$ cat config.mk
export PLATFORM = sky130hd
export DESIGN_NAME = led_blink_slot_flat
export DESIGN_NICKNAME = d
export VERILOG_FILES = /design/src/rtl/led_blink_slot_pkg.sv /design/src/rtl/led_blink_slot_if.sv /design/src/rtl/led_blink_slot_chan.sv /design/src/rtl/led_blink_slot.sv /design/src/flat_wrapper.sv
export SDC_FILE = /design/constraint.sdc
export NUM_CORES = 1
export LEC_CHECK = 0
export CAP_MARGIN = 25
export CORE_MARGIN = 3
export CORE_UTILIZATION = 64
export CTS_CLUSTER_DIAMETER = 30
export DETAILED_ROUTE_END_ITERATION = 16
export GPL_ROUTABILITY_DRIVEN = 0
export MAX_ROUTING_LAYER = met4
export PLACE_DENSITY = 0.95
export SYNTH_ARGS = -nofsm -noshare
export SYNTH_HDL_FRONTEND = slang
export SYNTH_HIERARCHICAL = 1
export SYNTH_SLANG_ARGS = --single-unit
$ cat constraint.sdc
create_clock -name clk -period 7.15 [get_ports clk]
set_input_delay 1.43 -clock clk [delete_from_list [all_inputs] [get_ports clk]]
set_output_delay 1.43 -clock clk [all_outputs]
set_load 0.05 [all_outputs]
$ cat src/rtl/led_blink_slot_pkg.sv
// Shared types and field positions for the LED blink slot.
// Channel register: [15:0] interval in ms, [17:16] mode, LED state read back in bit 31.
package led_blink_slot_pkg;

  localparam int unsigned ADDR_W       = 5;
  localparam int unsigned DATA_W       = 32;
  localparam int unsigned INTERVAL_W   = 16;
  localparam int unsigned INTERVAL_LSB = 0;
  localparam int unsigned MODE_W       = 2;
  localparam int unsigned MODE_LSB     = 16;
  localparam int unsigned CFG_W        = 18;
  localparam int unsigned LED_RD_BIT   = 31;

  typedef enum logic [MODE_W-1:0] {
    MODE_OFF     = 2'b00,
    MODE_ON      = 2'b01,
    MODE_BLINK   = 2'b10,
    MODE_ONESHOT = 2'b11
  } mode_e;

  typedef struct packed {
    mode_e                 mode;
    logic [INTERVAL_W-1:0] interval;
  } chan_cfg_t;

  // Read-back word: config fields in place, LED state in the top bit, reserved bits 0.
  function automatic logic [DATA_W-1:0] rd_word(chan_cfg_t cfg, logic led);
    logic [DATA_W-1:0] w;
    w                              = '0;
    w[INTERVAL_LSB +: INTERVAL_W]  = cfg.interval;
    w[MODE_LSB +: MODE_W]          = cfg.mode;
    w[LED_RD_BIT]                  = led;
    return w;
  endfunction

endpackage

$ cat src/rtl/led_blink_slot_if.sv
// Register slot bus between a host (master) and the LED blink slot (slave).
interface led_blink_slot_if;
  import led_blink_slot_pkg::*;

  logic              cs;
  logic              read;
  logic              write;
  logic [ADDR_W-1:0] addr;
  logic [DATA_W-1:0] wr_data;
  logic [DATA_W-1:0] rd_data;

  modport master (output cs, read, write, addr, wr_data, input rd_data);
  modport slave  (input cs, read, write, addr, wr_data, output rd_data);

endinterface

$ cat src/rtl/led_blink_slot_chan.sv
// One LED channel: config register, ms counter, LED state and ONESHOT self-clear.
module led_chan
  import led_blink_slot_pkg::*;
(
  input  logic      clk,
  input  logic      rst_n,
  input  logic      tick,
  input  logic      wr_en,
  input  chan_cfg_t wr_cfg,
  output chan_cfg_t cfg,
  output logic      led
);

  chan_cfg_t             cfg_q, cfg_d;
  logic [INTERVAL_W-1:0] cnt_q, cnt_d;
  logic                  led_q, led_d;
  logic                  last_c;
  logic                  zero_iv_c;

  assign zero_iv_c = (cfg_q.interval == '0);
  assign last_c    = (cnt_q == cfg_q.interval - INTERVAL_W'(1));

  // A write wins over any tick on the same edge; counter never passes interval-1.
  always_comb begin
    cfg_d = cfg_q;
    cnt_d = cnt_q;
    led_d = led_q;
    if (wr_en) begin
      cfg_d = wr_cfg;
      cnt_d = '0;
      led_d = (wr_cfg.mode == MODE_ONESHOT) && (wr_cfg.interval != '0);
    end else begin
      case (cfg_q.mode)
        MODE_OFF: begin
          cnt_d = '0;
          led_d = 1'b0;
        end
        MODE_ON: begin
          cnt_d = '0;
          led_d = 1'b1;
        end
        MODE_BLINK: begin
          if (zero_iv_c) begin
            cnt_d = '0;
            led_d = 1'b0;
          end else if (tick) begin
            if (last_c) begin
              cnt_d = '0;
              led_d = ~led_q;
            end else begin
              cnt_d = cnt_q + INTERVAL_W'(1);
            end
          end
        end
        MODE_ONESHOT: begin
          if (zero_iv_c) begin
            cnt_d = '0;
            led_d = 1'b0;
          end else if (tick) begin
            if (last_c) begin
              cnt_d      = '0;
              led_d      = 1'b0;
              cfg_d.mode = MODE_OFF;
            end else begin
              cnt_d = cnt_q + INTERVAL_W'(1);
            end
          end
        end
      endcase
    end
  end

  always_ff @(posedge clk or negedge rst_n) begin
    if (!rst_n) begin
      cfg_q <= '0;
      cnt_q <= '0;
      led_q <= 1'b0;
    end else begin
      cfg_q <= cfg_d;
      cnt_q <= cnt_d;
      led_q <= led_d;
    end
  end

  assign cfg = cfg_q;
  assign led = led_q;

endmodule

$ cat src/rtl/led_blink_slot.sv
// LED blink slot: shared 1 ms prescaler, address decode and N_CH blink/oneshot channels.
module led_blink_slot
  import led_blink_slot_pkg::*;
#(
  parameter int unsigned N_CH     = 4,
  parameter int unsigned W        = 16,
  parameter int unsigned TICK_DIV = 100000
) (
  input  logic                 clk,
  input  logic                 reset_n,
  led_blink_slot_if.slave      bus,
  output logic [W-1:0]         dout
);

  localparam int unsigned PRE_W = $clog2(TICK_DIV);

  logic [PRE_W-1:0] pre_q, pre_d;
  logic             tick_c;
  chan_cfg_t        wr_cfg_c;
  chan_cfg_t        cfg_c [N_CH];
  logic [N_CH-1:0]  wr_en_c;
  logic [N_CH-1:0]  led_c;
  logic             unused_c;

  // Tick fires on the edge where the prescaler wraps back to 0.
  assign tick_c = (pre_q == PRE_W'(TICK_DIV - 1));

  always_comb begin
    pre_d = tick_c ? '0 : pre_q + PRE_W'(1);
  end

  always_ff @(posedge clk or negedge reset_n) begin
    if (!reset_n) begin
      pre_q <= '0;
    end else begin
      pre_q <= pre_d;
    end
  end

  always_comb begin
    wr_cfg_c.interval = bus.wr_data[INTERVAL_LSB +: INTERVAL_W];
    wr_cfg_c.mode     = mode_e'(bus.wr_data[MODE_LSB +: MODE_W]);
  end

  assign unused_c = ^{bus.read, bus.wr_data[DATA_W-1:CFG_W]};

  for (genvar i = 0; i < N_CH; i++) begin : g_chan
    assign wr_en_c[i] = bus.cs && bus.write && (bus.addr == ADDR_W'(i));

    led_chan u_chan (
      .clk    (clk),
      .rst_n  (reset_n),
      .tick   (tick_c),
      .wr_en  (wr_en_c[i]),
      .wr_cfg (wr_cfg_c),
      .cfg    (cfg_c[i]),
      .led    (led_c[i])
    );
  end

  // Out-of-range addresses read as 0.
  always_comb begin
    bus.rd_data = '0;
    for (int i = 0; i < N_CH; i++) begin
      if (bus.addr == ADDR_W'(i)) begin
        bus.rd_data = rd_word(cfg_c[i], led_c[i]);
      end
    end
  end

  // Channel i lands on dout[W-1-i]; remaining bits stay 0.
  always_comb begin
    dout = '0;
    for (int i = 0; i < N_CH; i++) begin
      dout[W-1-i] = led_c[i];
    end
  end

endmodule

$ cat src/flat_wrapper.sv
// flat-port wrapper written by rule: the top's interface ports become plain ports
module led_blink_slot_flat import led_blink_slot_pkg::*;
#(
  parameter int unsigned N_CH     = 4,
  parameter int unsigned W        = 16,
  parameter int unsigned TICK_DIV = 100000
)
  (clk, reset_n, dout, bus_cs, bus_read, bus_write, bus_addr, bus_wr_data, bus_rd_data);
  led_blink_slot_if bus_i ();
  input  logic clk;
  input  logic reset_n;
  output logic [W-1:0] dout;
  input wire logic [$bits(bus_i.cs)-1:0] bus_cs;
  input wire logic [$bits(bus_i.read)-1:0] bus_read;
  input wire logic [$bits(bus_i.write)-1:0] bus_write;
  input wire logic [$bits(bus_i.addr)-1:0] bus_addr;
  input wire logic [$bits(bus_i.wr_data)-1:0] bus_wr_data;
  output wire logic [$bits(bus_i.rd_data)-1:0] bus_rd_data;
  assign bus_i.cs = bus_cs;
  assign bus_i.read = bus_read;
  assign bus_i.write = bus_write;
  assign bus_i.addr = bus_addr;
  assign bus_i.wr_data = bus_wr_data;
  assign bus_rd_data = bus_i.rd_data;
  led_blink_slot #(.N_CH(N_CH), .W(W), .TICK_DIV(TICK_DIV)) u_core (.clk(clk), .reset_n(reset_n), .bus(bus_i), .dout(dout));
endmodule
==> metrics <==
wire length of the first global-routing pass=45800 µm; Crit Path Category=in -> out; FFs w/ async S/R, synth=100%; switching power total=around 940 µW; Total Negative Setup Slacks=0 ns; H-tree level count=4; share of layout cells above drive strength 1=between 10% and 20%; FMAX=0.188 GHz; clock transition time at the flip-flop clock pins of the worst setup and hold paths=around 0.060 ns; Max Fanout on Critical Path=20; Placed Cells=1316; part of the power in the clock network=31.2%; CP arrival=3.88 ns; max-slew violation count=0; post-layout minimum cycle time=5.31 ns; sequential cell area in the final layout=around 3900 µm²; area of the multi-input gates=6450 µm²; final HPWL from detailed placement=19600 µm; overflow left after global routing=0; post-route fraction of the period consumed by the critical path=74.3%; Post-DRT Antenna Nets=0; power density relative to cell area=223 nW/µm²; number of enable flip-flop cells after synthesis=0; nets@finish=1183; top post-synthesis cells by area=sky130_fd_sc_hd__dfrtp_1, sky130_fd_sc_hd__xor2_1, sky130_fd_sc_hd__mux2_2; CTS root buf=sky130_fd_sc_hd__clkbuf_16; WP data required=5.72 ns; setup violators final=0; worst-skew pair later-pin latency=0.44 ns; total clock buffers created by CTS=17; die width=136 µm; pin count of the biggest net entering global routing=90; leakage power of the design=between 4 and 5 nW; number of design rule violations left after detail routing=0; Layout Cells excl Fill=~1300; portion of synthesized cell area occupied by the leading cell type=36.4%; post-synthesis average cell area=9.97 µm²; DRC marker count from the first detailed-route iteration=~1400; sequential fraction of design power=42.1%; most frequently used cell type in the post-synthesis netlist=sky130_fd_sc_hd__dfrtp_1; via count of the first global-routing pass=between 9000 and 10000; proportion of total power due to net switching=35.6%; total standard cell area after synthesis=10800 µm²; most frequently used flop master after synthesis=sky130_fd_sc_hd__dfrtp_1; count of standard-cell rows=46; # port buffers=49; Rel. slew slack=just under 30%; share of total power in combinational logic=26.7%; Cell variety after synth=69; hold crit path type=reg -> reg; iteration count of the initial detailed-routing pass=7; pre-CTS setup slack=approximately 1.8 ns; Layout area overhead=10.1%; max-cap violation count=0; Post-CTS Setup Repair Bufs=0; Warnings, synthesis=6; Bufs on Longest Clock Path=2; effective utilization at floorplan=66.7%; count of instances resized after the clock tree is built=0; initial antenna violation count=0; peak supply drop=198 µV; DRT Wirelength=28600 µm; CORE AREA=16200 µm²; I/O pin cnt=90; cell types with the highest counts after synthesis=sky130_fd_sc_hd__dfrtp_1, sky130_fd_sc_hd__xor2_1, sky130_fd_sc_hd__xnor2_1; Post-CTS Hold Fix Bufs=0; Setup crit end kind=primary output; routed length per placed instance=between 20 and 25 µm; transition at the pin with the smallest max-transition slack=1.06 ns; startpoint kind of the worst setup timing path=input pin; Vias/cell=6.90; antenna fix cells=0; clock tree from TritonCTS=yes; Int Power=1.70 mW; status=finished clean; die outline area=about 18000 µm²; Num Clock Sinks=~160; sequential area share after synthesis=between 30% and 40%; overall fraction of global-route tracks in use=32.4%; setup repair after global routing missed its margin=no; final hold violation count=0; vertical die dimension=136 µm; total vias in the final route=9299; Filler Cells Inserted=approximately 1000; final worst clock skew=approximately 0.0080 ns; Yosys reg bits=157; largest area contributor in the netlist=sky130_fd_sc_hd__dfrtp_1; min setup slack post-route=~1.8 ns; Post-Synthesis Cells=roughly 1100
[stage by stage]
| stage | total power [mW] | area, µm² | util (%) | hold WS, ns |
|---|---|---|---|---|
| CTS | 2.62 | 11800 | 73.2 | 0.473 |
| global placement | 1.76 | 11300 | 69.9 | 0.454 |
| floorplan | 1.60 | 10900 | - | 0.433 |
| detailed placement | 1.79 | 11300 | 70.0 | 0.465 |
| finish | 2.65 | 11900 | 73.4 | 0.471 |
| global route | 2.74 | 11900 | 73.4 | 0.511 |
[state kept, by name (all words and copies together) (netlist names)]
signal                      cells
u_core/g_chan.u_chan/cfg       72
u_core/g_chan.u_chan/cnt_q     64
u_core/g_chan.u_chan/led        4
u_core/pre_q                   17
[metal layers]
metal	global-route usage, %	routed length [µm]
met2	50.4	13400
met1	41.0	11000
met4	12.2	1010
met3	8.43	3250
met5	-	0
[final timing paths]
check / cells past startpoint / slack, ns / start / endpoint
worst max register to register: 9 / 3.43 / u_core/g_chan[3].u_chan/cfg[0]$_DFFE_PN0P_ / u_core/g_chan[3].u_chan/led$_DFFE_PN0P_
min in group asynchronous: 1 / 1.07 / reset_n / u_core/g_chan[2].u_chan/cnt_q[9]$_DFFE_PN0P_
worst min register to register: 1 / 0.47 / u_core/pre_q[0]$_DFF_PN0_ / u_core/pre_q[0]$_DFF_PN0_
worst min-delay path: 1 / 0.47 / u_core/pre_q[0]$_DFF_PN0_ / u_core/pre_q[0]$_DFF_PN0_
worst max-delay path: 4 / 1.84 / bus_addr[4] / bus_rd_data[5]
max in group asynchronous: 2 / 4.70 / reset_n / u_core/g_chan[1].u_chan/cnt_q[15]$_DFFE_PN0P_
[layout by cell type, fill, tap and decap left out, types with 6 or more instances in the layout]
| master | instances |
|---|---|
| sky130_fd_sc_hd__buf_4 | 9 |
| sky130_fd_sc_hd__mux2_2 | 54 |
| sky130_fd_sc_hd__or2_2 | 10 |
| sky130_fd_sc_hd__a31oi_1 | 8 |
| sky130_fd_sc_hd__nand3b_1 | 6 |
| sky130_fd_sc_hd__mux4_2 | 19 |
| sky130_fd_sc_hd__nand2_1 | 67 |
| sky130_fd_sc_hd__a32o_1 | 6 |
| sky130_fd_sc_hd__clkinv_2 | 6 |
| sky130_fd_sc_hd__inv_1 | 29 |
| sky130_fd_sc_hd__nor2_1 | 68 |
| sky130_fd_sc_hd__o21a_1 | 6 |
| sky130_fd_sc_hd__clkdlybuf4s50_1 | 48 |
| sky130_fd_sc_hd__a211oi_1 | 8 |
| sky130_fd_sc_hd__o21ai_0 | 30 |
| sky130_fd_sc_hd__clkbuf_16 | 17 |
| sky130_fd_sc_hd__or3_1 | 14 |
| sky130_fd_sc_hd__nor2b_1 | 13 |
| sky130_fd_sc_hd__nor4_1 | 31 |
| sky130_fd_sc_hd__nor3_1 | 52 |
| sky130_fd_sc_hd__nor4b_1 | 7 |
| sky130_fd_sc_hd__nand3_1 | 35 |
| sky130_fd_sc_hd__dfrtp_1 | 157 |
| sky130_fd_sc_hd__nor3b_1 | 6 |
| sky130_fd_sc_hd__nor2_2 | 21 |
| sky130_fd_sc_hd__mux2i_1 | 17 |
| sky130_fd_sc_hd__o31a_1 | 6 |
| sky130_fd_sc_hd__conb_1 | 25 |
| sky130_fd_sc_hd__and3_1 | 18 |
| sky130_fd_sc_hd__nand4_1 | 51 |
| sky130_fd_sc_hd__ha_1 | 21 |
| sky130_fd_sc_hd__and2_1 | 19 |
| sky130_fd_sc_hd__xnor2_1 | 69 |
| sky130_fd_sc_hd__xor2_1 | 75 |
[cell families after synthesis]
family	after synthesis	share of synthesized area, %
buffers and inverters	92	4.80
adder cells (fa/ha/maj)	21	2.44
XOR/XNOR	146	12.0
multiplexers	92	11.5
flip-flops	157	36.4
AND/OR/NAND/NOR	472	25.6
AO/OA/AOI/OAI	100	7.17
other	1	0.0348
[power groups by stage]
| stage | Clock (mW) | Combinational, mW | Sequential (mW) |
|---|---|---|---|
| detailed placement | 0 | 0.673 | 1.12 |
| global placement | 0 | 0.644 | 1.11 |
| finish | 0.826 | 0.706 | 1.11 |
| floorplan | 0 | 0.526 | 1.08 |
| global route | 0.869 | 0.753 | 1.12 |
| CTS | 0.829 | 0.686 | 1.11 |
[final cells by class]
| cell class | instances | share of cell area, % |
|---|---|---|
| Timing Repair Buffer | 59 | 4.94 |
| Inverter | 29 | 0.917 |
| Clock buffer | 20 | 3.85 |
| Multi-Input combinational cell | 856 | 54.3 |
| Sequential cell | 157 | 33.1 |
| Tap cell | 216 | 2.28 |
| Clock inverter | 11 | 0.590 |
[critical path, stage by stage]
cell and delay [ns]:
sky130_fd_sc_hd__clkdlybuf4s50_1 0.42, sky130_fd_sc_hd__nor3_2 0.87, sky130_fd_sc_hd__and2_1 0.33, sky130_fd_sc_hd__clkdlybuf4s50_1 0.83
No activity file was read; power rests on OpenSTA's default activity.
